`config.mk`:
```
export PLATFORM = sky130hd
export DESIGN_NAME = sfifo
export DESIGN_NICKNAME = d
export VERILOG_FILES = /design/src/rtl/sfifo.sv
export SDC_FILE = /design/constraint.sdc
export NUM_CORES = 1
export LEC_CHECK = 0
export CELL_PAD_IN_SITES_DETAIL_PLACEMENT = 0
export CELL_PAD_IN_SITES_GLOBAL_PLACEMENT = 1
export CORE_MARGIN = 4
export CORE_UTILIZATION = 45
export DETAILED_ROUTE_END_ITERATION = 7
export PLACE_DENSITY = 0.72
export SYNTH_ARGS = -nofsm -noshare
export SYNTH_HDL_FRONTEND = slang
export SYNTH_SLANG_ARGS = --single-unit
```
`constraint.sdc`:
```
create_clock -name clk -period 3.9 [get_ports clk]
set_input_delay 0.585 -clock clk [delete_from_list [all_inputs] [get_ports clk]]
set_output_delay 0.585 -clock clk [all_outputs]
set_load 0.005 [all_outputs]
```
`src/rtl/sfifo.sv`:
```
//------------------------------------------------------------------------------
// sfifo : single-clock FIFO with registered read data and occupancy count.
// Rev 1.0
//------------------------------------------------------------------------------
`default_nettype none

module sfifo #(
    parameter int DATA_WIDTH = 8,
    parameter int DEPTH      = 16
) (
    input  logic                  clk,
    input  logic                  rst_n,
    input  logic                  we,
    input  logic                  re,
    input  logic [DATA_WIDTH-1:0] din,
    output logic [DATA_WIDTH-1:0] dout,
    output logic                  full,
    output logic                  empty
);

    localparam int AW = $clog2(DEPTH);
    localparam int CW = AW + 1;

    generate
        if ((DEPTH < 2) || ((1 << AW) != DEPTH)) begin : g_depth_check
            $error("sfifo: DEPTH must be a power of two of at least 2");
        end
    endgenerate

    logic [DATA_WIDTH-1:0] mem_q [DEPTH];
    logic [AW-1:0]         wptr_q, wptr_d;
    logic [AW-1:0]         rptr_q, rptr_d;
    logic [CW-1:0]         count_q, count_d;
    logic [DATA_WIDTH-1:0] dout_q, dout_d;
    logic                  wr_acc;
    logic                  rd_acc;

    // Flags come purely from the registered count, so they never see we/re.
    assign full   = (count_q == CW'(DEPTH));
    assign empty  = (count_q == '0);
    assign wr_acc = we && !full;
    assign rd_acc = re && !empty;
    assign dout   = dout_q;

    always_comb begin
        wptr_d  = wptr_q;
        rptr_d  = rptr_q;
        count_d = count_q;
        dout_d  = dout_q;
        if (wr_acc) begin
            wptr_d = wptr_q + AW'(1);
        end
        if (rd_acc) begin
            rptr_d = rptr_q + AW'(1);
            dout_d = mem_q[rptr_q];
        end
        if (wr_acc && !rd_acc) begin
            count_d = count_q + CW'(1);
        end else if (rd_acc && !wr_acc) begin
            count_d = count_q - CW'(1);
        end
    end

    // Storage has no reset; the count guarantees stale words are never read.
    always_ff @(posedge clk) begin
        if (wr_acc) begin
            mem_q[wptr_q] <= din;
        end
    end

    always_ff @(posedge clk or negedge rst_n) begin
        if (!rst_n) begin
            wptr_q  <= '0;
            rptr_q  <= '0;
            count_q <= '0;
            dout_q  <= '0;
        end else begin
            wptr_q  <= wptr_d;
            rptr_q  <= rptr_d;
            count_q <= count_d;
            dout_q  <= dout_d;
        end
    end

endmodule

`default_nettype wire

```
==> results of run 1 <==
-- sequential cells by signal (all words and copies together) (netlist names) --
register,flops
count_q,5
mem_q,128
dout,8
wptr_q,4
rptr_q,4
-- report_power, final --
group	internal, µW	total (µW)	switching [µW]
sequential	1980	2200	218
clock	1060	1680	617
combinational	711	1350	636
total	3760	5230	1470
-- worst max-delay path, cell delays in order (launching register included) --
cell and delay, ns:
sky130_fd_sc_hd__dfrtp_1 0.44, sky130_fd_sc_hd__or4_1 0.59, sky130_fd_sc_hd__o21a_1 0.27, sky130_fd_sc_hd__clkinv_2 0.21, sky130_fd_sc_hd__ha_1 0.21, sky130_fd_sc_hd__inv_1 0.10
sky130_fd_sc_hd__fa_1 0.42, sky130_fd_sc_hd__a21o_1 0.19, sky130_fd_sc_hd__a21oi_1 0.17, sky130_fd_sc_hd__mux2i_1 0.24, sky130_fd_sc_hd__xnor2_1 0.13
-- through the flow --
stage                     power [µW]  hold slack, ns  utilization (%)  setup slack, ns
after floorplan                 3180           0.289                -             1.07
after global placement          3590           0.462             49.7            0.910
after detailed placement        3620           0.467             49.7            0.837
after CTS                       5300           0.481             54.5            0.817
after global routing            5520           0.497             54.5            0.656
final                           5230           0.479             54.5            0.845
-- placed cells by master (no fill, tap or decap) --
cell type / instances
sky130_fd_sc_hd__mux2_2: 1
sky130_fd_sc_hd__inv_1: 3
sky130_fd_sc_hd__nand2b_1: 3
sky130_fd_sc_hd__o22ai_1: 7
sky130_fd_sc_hd__fa_1: 1
sky130_fd_sc_hd__clkinv_4: 1
sky130_fd_sc_hd__or2_2: 1
sky130_fd_sc_hd__o21ai_0: 3
sky130_fd_sc_hd__bufinv_16: 4
sky130_fd_sc_hd__mux4_2: 33
sky130_fd_sc_hd__nor4_1: 1
sky130_fd_sc_hd__nand4_1: 2
sky130_fd_sc_hd__clkdlybuf4s50_1: 21
sky130_fd_sc_hd__or4_1: 1
sky130_fd_sc_hd__clkinvlp_4: 3
sky130_fd_sc_hd__inv_6: 1
sky130_fd_sc_hd__o21a_1: 1
sky130_fd_sc_hd__buf_4: 11
sky130_fd_sc_hd__nor3_1: 4
sky130_fd_sc_hd__xnor2_1: 9
sky130_fd_sc_hd__a21oi_1: 2
sky130_fd_sc_hd__ha_1: 9
sky130_fd_sc_hd__mux2i_1: 8
sky130_fd_sc_hd__a211oi_1: 7
sky130_fd_sc_hd__and2_1: 1
sky130_fd_sc_hd__a21boi_2: 1
sky130_fd_sc_hd__clkinv_1: 3
sky130_fd_sc_hd__dfrtp_1: 21
sky130_fd_sc_hd__clkbuf_16: 17
sky130_fd_sc_hd__clkinv_2: 4
sky130_fd_sc_hd__nor2_1: 15
sky130_fd_sc_hd__nand2_1: 15
sky130_fd_sc_hd__xor2_1: 1
sky130_fd_sc_hd__edfxtp_1: 128
sky130_fd_sc_hd__a21o_1: 9
-- cell type report --
class                      count  area share, %
sequential                   149           62.8
multi-input combinational    135           20.9
clock buffer                  17           6.11
timing repair buffer          32           4.21
tap                          172           3.09
clock inverter                15           2.68
inverter                       4          0.234
-- worst max-delay path by stage --
stage,endpoint,cells after the start
6_report,count_q[4]$_DFFE_PN0P_,10
5_1_grt,count_q[4]$_DFFE_PN0P_,10
4_1_cts,count_q[4]$_DFFE_PN0P_,10
3_5_place_dp,count_q[4]$_DFFE_PN0P_,10
3_3_place_gp,count_q[4]$_DFFE_PN0P_,9
2_1_floorplan,count_q[4]$_DFFE_PN0P_,11
-- per-layer routing --
metal	vias up	track usage [%]	wire, µm
met3	12	3.64	599
li1	1284	-	-
met2	75	23.9	5220
met5	-	0	0
met1	1454	22.2	4620
met4	0	6.30	162
-- cells by family (layout without fill, tap and decap cells) --
family                   Yosys count  count (layout)
flip-flops                       149             149
AO/OA/AOI/OAI                     30              30
AND/OR/NAND/NOR                   43              43
XOR/XNOR                          10              10
multiplexers                      42              42
buffers and inverters             19              68
adder cells (fa/ha/maj)           10              10
==> results.txt, run 1 <==
The run finished with clean final reports. The finished cells cover 6960 µm². Cell type contributing the most total cell area after synthesis: sky130_fd_sc_hd__edfxtp_1. The synthesized netlist devotes 3.50% of its cell area to compound gates. The first TritonRoute pass finished after 5 iterations. For the data arrival time of the critical path, the log shows 3.39 ns. The total area of multi-input combinational cells was 1450 µm²; the number of antenna violations at the first check in global routing was 0. For this run, design rule violations remaining after detail routing come to 0. The worst-margin pin slew is 0.958 ns. The worst path in the final design needs a cycle of 3.05 ns, including I/O delays and setup.

The total count of hold-check failures in the final report was 0; the count of cells resized by post-cts repair was 0. The run gives 223 as the number of DRC markers after the initial detailed-route iteration. For the routability congestion estimate, the log shows 0.733. The routed design has 10,600 µm of wire.

The largest family of logic cells by synthesized area is multiplexers. The layout filler cell count was 973. The global router's overall resource usage is 15.7%. The relative slew slack came out at 35.9%. CTS placed an instance of sky130_fd_sc_hd__clkbuf_16 at the clock tree root. The routed length per placed instance works out to 20.2 µm. In this run the worst hold path is classified as flop to flop.

The first element of the critical path was count_q[0]$_DFFE_PN0P_. Entering global routing, the biggest net connects 35 pins. Between clock sinks in the finished design, the worst skew comes to 0.00896 ns.

The via count of the first global-routing pass was 2,920; the endpoint required time on the critical path was 4.24 ns. The ratio of total power to cell area was 751 nW/µm²; the count of cells along the worst register-to-register path was 10. In this run the cell area measured after placement is 6350 µm². The most used flip-flop cell after synthesis is sky130_fd_sc_hd__edfxtp_1. TritonCTS built the clock tree. Startpoint of the lowest-slack hold path: dout[6]$_DFFE_PN0P_. For this configuration, the core starts out at a cell density of 46.4%. Area share of the largest cell type after synthesis: 64.8%.

The post-route clock period utilization was 78.3%. The startpoint identified for the worst register-to-register timing path is count_q[0]$_DFFE_PN0P_. The post-route setup TNS was 0 ns; the ratio of routed vias to standard cells was 5.39.

The die span in x was 123 µm. Across the whole layout, storage elements account for 4370 µm². The clock-pin slew on the worst setup and hold paths came out at 0.06 ns.

The run gives 12,800 µm² as the core region area. Cells with a size suffix above 1 make up 21.9% of the layout. Across all register-to-register paths, the minimum setup slack is 0.85 ns. In this run the mean area of a mapped cell was 19.6 µm². The clock reaches the later pin of the worst-skew pair after 0.42 ns. Synthesis produced a netlist whose cell count is 303.

The kind of critical path was flop to flop. In this run the number of H-tree levels came out at 4. Share of synthesized area occupied by flip-flops and latches: 73.7%. The number of clock buffers added by TritonCTS is 17.

The hold path endpoint is dout[6]$_DFFE_PN0P_. Counting every sink on the clock net gives 149. The run gives 2,825 as the routed via count.

The most common cell in the synthesized netlist is sky130_fd_sc_hd__edfxtp_1. In this run the count of I/O pins placed on the die edge is 22. Once layout is complete, the cells apart from fillers number 524.

The tools report the number of warnings reported in the yosys synthesis log as 0. The worst setup path is launched from a flop. The leakage power summed over all cells is 0.00237 µW, and the simple-gate portion of the synthesized area is 3.21%. Of the total synthesized cell area, the portion taken by XOR and XNOR cells is 1.48%. The number of synthesized flops with an enable pin is 128, and the post-synthesis instance area is 5930 µm². The wire length of the first global-routing pass was 16,900 µm; the net count after synthesis was 325. The logs give 7030 µm for the detailed placer's ending HPWL and 15,100 µm² for the die footprint. After the last flow step, the layout net total stands at 361. VDD sags by at most 0.420 mV. Number of setup buffers added after CTS: 0.

Number of hold buffers added after CTS: 0. The portion of netlist area occupied by mux cells was 14.1%; the highest achievable clock rate was 0.327 GHz. The growth of design area from synthesis to finish works out to 17.3%.

By count the netlist is led by sky130_fd_sc_hd__edfxtp_1 (128), sky130_fd_sc_hd__mux4_2 (33), sky130_fd_sc_hd__dfrtp_1 (21). The count of distinct cell types in the synthesized netlist is 32. The max-cap check violation count is 0, and the synthesis-stage register bit count is 149.

After synthesis, the cell types taking the most area are sky130_fd_sc_hd__edfxtp_1 (65%), sky130_fd_sc_hd__mux4_2 (13%), sky130_fd_sc_hd__dfrtp_1 (8.9%). After Yosys synthesis, full adders, half adders and majority gates account for 2.24% of the synthesized area. The tools report the endpoint of the most critical register-to-register path as count_q[4]$_DFFE_PN0P_. In this run the worst path has a maximum fanout of 18. The clock passes through at most 2 buffers.

The total grt overflow is 0. Setup violations remaining at the end of the flow were counted as 0. In the synthesized netlist the async set-or-reset flop fraction comes to 14.1%. The number of placed instances, taps included, is 492. The total count of max-transition violations in the final report was 0; the total of buffers placed on input and output ports was 21. Along the worst hold path, the cell count comes to 2. STA classifies the critical path endpoint as a flop. The initialized floorplan defines 41 standard-cell rows.

The detail route stage leaves a number of antenna-violating nets equal to 0. Setup repair after global routing left no endpoint under its margin. In this run the vertical extent of the chip is 123 µm. The number of antenna diodes in the final layout is 0.
Note: power is estimated with default switching activity, not from simulation.
==> inputs of run 2 (changes only) <==
clock period = 3.1 ns   (was 3.9 ns; I/O delays follow)
==> run 2 against run 1 <==
  * Global-route usage is 0.47 points higher
  * Clock skew grew 0.0018 ns
  * Wire length barely moved
  * Via count is 1.3% higher
  * Sequential share of layout area fell by 0.34 points
  * Worst setup slack got worse by 0.57 ns
  * First-iteration DRC count grew 8.5%
  * Critical path type unchanged
==> results.txt, run 2 (synthesis results as in run 1) <==
The worst setup path is launched from a flop. The total of buffers placed on input and output ports was 21 (unchanged); the post-route clock period utilization was 91.3% (+13 points). The post-route minimum period was 2.83 ns (-0.226 ns); the instance area after placement was 6450 µm² (+1.6%). Setup repair after global routing left no endpoint under its margin. For the largest net degree at the start of global routing, the log shows 35 (unchanged).

The tools report the total grt overflow as 0 (unchanged). The number of DRC markers after the initial detailed-route iteration was 242 (+8.5%). Post-route setup TNS: 0 ns (unchanged). The total count of max-transition violations in the final report came out at 0 (unchanged). For the number of clock buffers inserted by TritonCTS, the log shows 17 (unchanged). The tools report the worst clock skew as 0.0107 ns (+0.00177 ns). The die span in x is 123 µm (unchanged), and the floorplan die height is 123 µm (unchanged). The routability congestion estimate was 0.724 (-1.1%). Kind of critical path: flop to flop. The logs give 605 µm (+1.0%) for the length of routed met3 wiring and 4480 µW (+19%) for the cell-internal power.

The flow ran to the end, and the final reports show no timing, DRC or antenna violations. The logs give 12,800 µm² (unchanged) for the core region area and 0.42 ns (about the same) for the clock insertion delay at the later pin of the skew report. Detailed placer's ending HPWL: 6960 µm (-1.0%).

Counting flops per register, the top entry is mem_q. The count of pins on the block boundary came out at 22 (unchanged). The DRC violations left was 0 (unchanged); the relative slew slack was 33.6% (-2.4 points). The global router's overall resource usage was 16.2% (+0.47 points); the data arrival time of the critical path was 3.17 ns (-0.22 ns). The reg-to-reg critical path startpoint was count_q[0]$_DFFE_PN0P_. The ratio of routed vias to standard cells is 5.34 (-0.96%), and the number of antenna violations at the first check in global routing is 0 (unchanged). For the fraction of the core area covered by cells at the end of the flow, the log shows 54.8% (+0.29 points). The buffer cell driving the clock tree root was sky130_fd_sc_hd__clkbuf_16. The tools report the post-detailed-route count of antenna-violating nets as 0 (unchanged).

For the number of iterations in the first detailed-routing pass, the log shows 4 (-1). The count of cells along the worst register-to-register path was 10 (unchanged); the met2 wire length was 5050 µm (-3.2%). The ratio of total power to cell area came out at 913 nW/µm² (+21%). The number of setup buffers added after CTS was 0 (unchanged); the number of levels the H-tree was split into was 4 (unchanged).

The cell count of the worst hold path is 2 (unchanged). Routed metal-1 wire length: 4740 µm (+2.6%). STA classifies the critical path endpoint as a flop. The wire length of the first global-routing pass is 17,400 µm (+2.7%), and the routed via count is 2,862 (+1.3%). The tightest min-delay check is of the flop to flop type. The starting utilization of the core area is 46.4% (unchanged), and the part of the power in combinational logic is 27.4% (+1.6 points).

The maximum vdd ir drop is 0.437 mV (+4.2%), and the highest fanout seen on the critical path is 5 (-13). The switching fraction of total power works out to 29.9% (+1.8 points). The worst-margin pin slew came out at 0.994 ns (+0.0358 ns). The sequential share of power was 43.2% (+1.1 points); the flip-flop count of the largest register, all copies and words added was 128 (unchanged).

The share of cells above drive strength 1 is 25.3% (+3.4 points). The logs give 0 (unchanged) for the max-cap check violation count and 0.353 GHz (+8.0%) for the highest achievable clock rate. The run gives 3,017 (+3.3%) as the via count of the first global-routing pass.

The logs give 10,600 µm (about the same) for the total routed wirelength and 149 (unchanged) for the sink count of the clock tree. The total count of hold-check failures in the final report was 0 (unchanged); the clock-pin slew on the worst setup and hold paths was 0.06 ns (about the same). The startpoint identified for the worst hold timing path is dout[6]$_DFFE_PN0P_.

The library cell used most frequently in the layout, excluding fill and tap cells, is sky130_fd_sc_hd__edfxtp_1. Number of failing setup endpoints in the final timing report: 0 (unchanged). The count of standard-cell rows is 41 (unchanged). The path with the worst hold slack has its endpoint at dout[6]$_DFFE_PN0P_. Routed length per placed instance: 19.8 µm (-2.1%). The die footprint was 15,100 µm² (unchanged); the count of cells resized by post-cts repair was 0 (unchanged). The net load switching power was 1910 µW (+30%). The tools report the endpoint of the most critical register-to-register path as count_q[4]$_DFFE_PN0P_. The clock share of power is 29.4% (-2.7 points), and the number of buffers on the longest clock path is 2 (unchanged). The design area came out at 7000 µm² (+0.54%). After detailed routing, no signal wire sits above met4. The top cell types in the final layout, fill and taps aside, are sky130_fd_sc_hd__edfxtp_1 (128), sky130_fd_sc_hd__mux4_2 (33), sky130_fd_sc_hd__buf_4 (22). The tools report the number of hold buffers added after CTS as 0 (unchanged). The leakage power summed over all cells is 0.00241 µW (+1.5%).

The number of nets in the final layout is 373 (+3.3%), and the endpoint required time on the critical path is 3.44 ns (-0.80 ns). TritonCTS built the clock tree. The antenna diode instance count is 0 (unchanged), and the growth of design area from synthesis to finish is 18.0%. The minimum setup slack among reg-to-reg paths came out at 0.27 ns (-0.57 ns).
## run 2: how the worst max path moves through the flow
| stage | from | end | slack (ns) |
|---|---|---|---|
| 2_1_floorplan | count_q[0]$_DFFE_PN0P_ | count_q[4]$_DFFE_PN0P_ | 0.27 |
| 3_3_place_gp | count_q[0]$_DFFE_PN0P_ | count_q[4]$_DFFE_PN0P_ | 0.32 |
| 3_5_place_dp | count_q[0]$_DFFE_PN0P_ | count_q[4]$_DFFE_PN0P_ | 0.27 |
| 4_1_cts | count_q[0]$_DFFE_PN0P_ | count_q[4]$_DFFE_PN0P_ | 0.26 |
| 5_1_grt | count_q[0]$_DFFE_PN0P_ | count_q[4]$_DFFE_PN0P_ | 0.08 |
| 6_report | count_q[0]$_DFFE_PN0P_ | count_q[4]$_DFFE_PN0P_ | 0.27 |
## run 2: through the flow
stage / hold WS (ns) / power, µW / setup slack, ns / cells
2_1_floorplan: 0.169 / 4000 / 0.268 / 303
3_3_place_gp: 0.460 / 4550 / 0.318 / 504
4_1_cts: 0.479 / 6480 / 0.259 / 536
6_report: 0.471 / 6380 / 0.271 / 536
5_1_grt: 0.484 / 6770 / 0.0837 / 536
3_5_place_dp: 0.464 / 4590 / 0.272 / 504
## run 2: routing by layer
metal | GRT usage, % | up-vias
met1 | 22.6 | 1464
met2 | 24.1 | 72
met4 | 7.49 | 0
met3 | 4.15 | 17
li1 | - | 1309
met5 | 0 | -
## run 2: critical path: stages, from the launching register on
cell                       delay (ns)
sky130_fd_sc_hd__dfrtp_1         0.45
sky130_fd_sc_hd__or4_1           0.58
sky130_fd_sc_hd__o21a_1          0.25
sky130_fd_sc_hd__clkinv_2        0.07
sky130_fd_sc_hd__ha_1            0.16
sky130_fd_sc_hd__inv_1           0.11
sky130_fd_sc_hd__fa_1            0.42
sky130_fd_sc_hd__a21o_1          0.19
sky130_fd_sc_hd__a21oi_1         0.17
sky130_fd_sc_hd__mux2i_1         0.24
sky130_fd_sc_hd__xnor2_1         0.13
## run 2: final cells by class
type	count	area [µm²]
clock buffer	17	425
sequential	149	4370
inverter	4	16.3
tap	172	215
timing repair buffer	44	395
multi-input combinational	135	1450
clock inverter	15	121
fill	969	5780
## run 2: power by group through the flow
stage          registers [µW]  logic (µW)  clock network (µW)
5_1_grt                  2810        1930                2020
2_1_floorplan            2640        1350                   0
3_5_place_dp             2810        1780                   0
3_3_place_gp             2800        1760                   0
6_report                 2760        1750                1880
4_1_cts                  2770        1780                1920
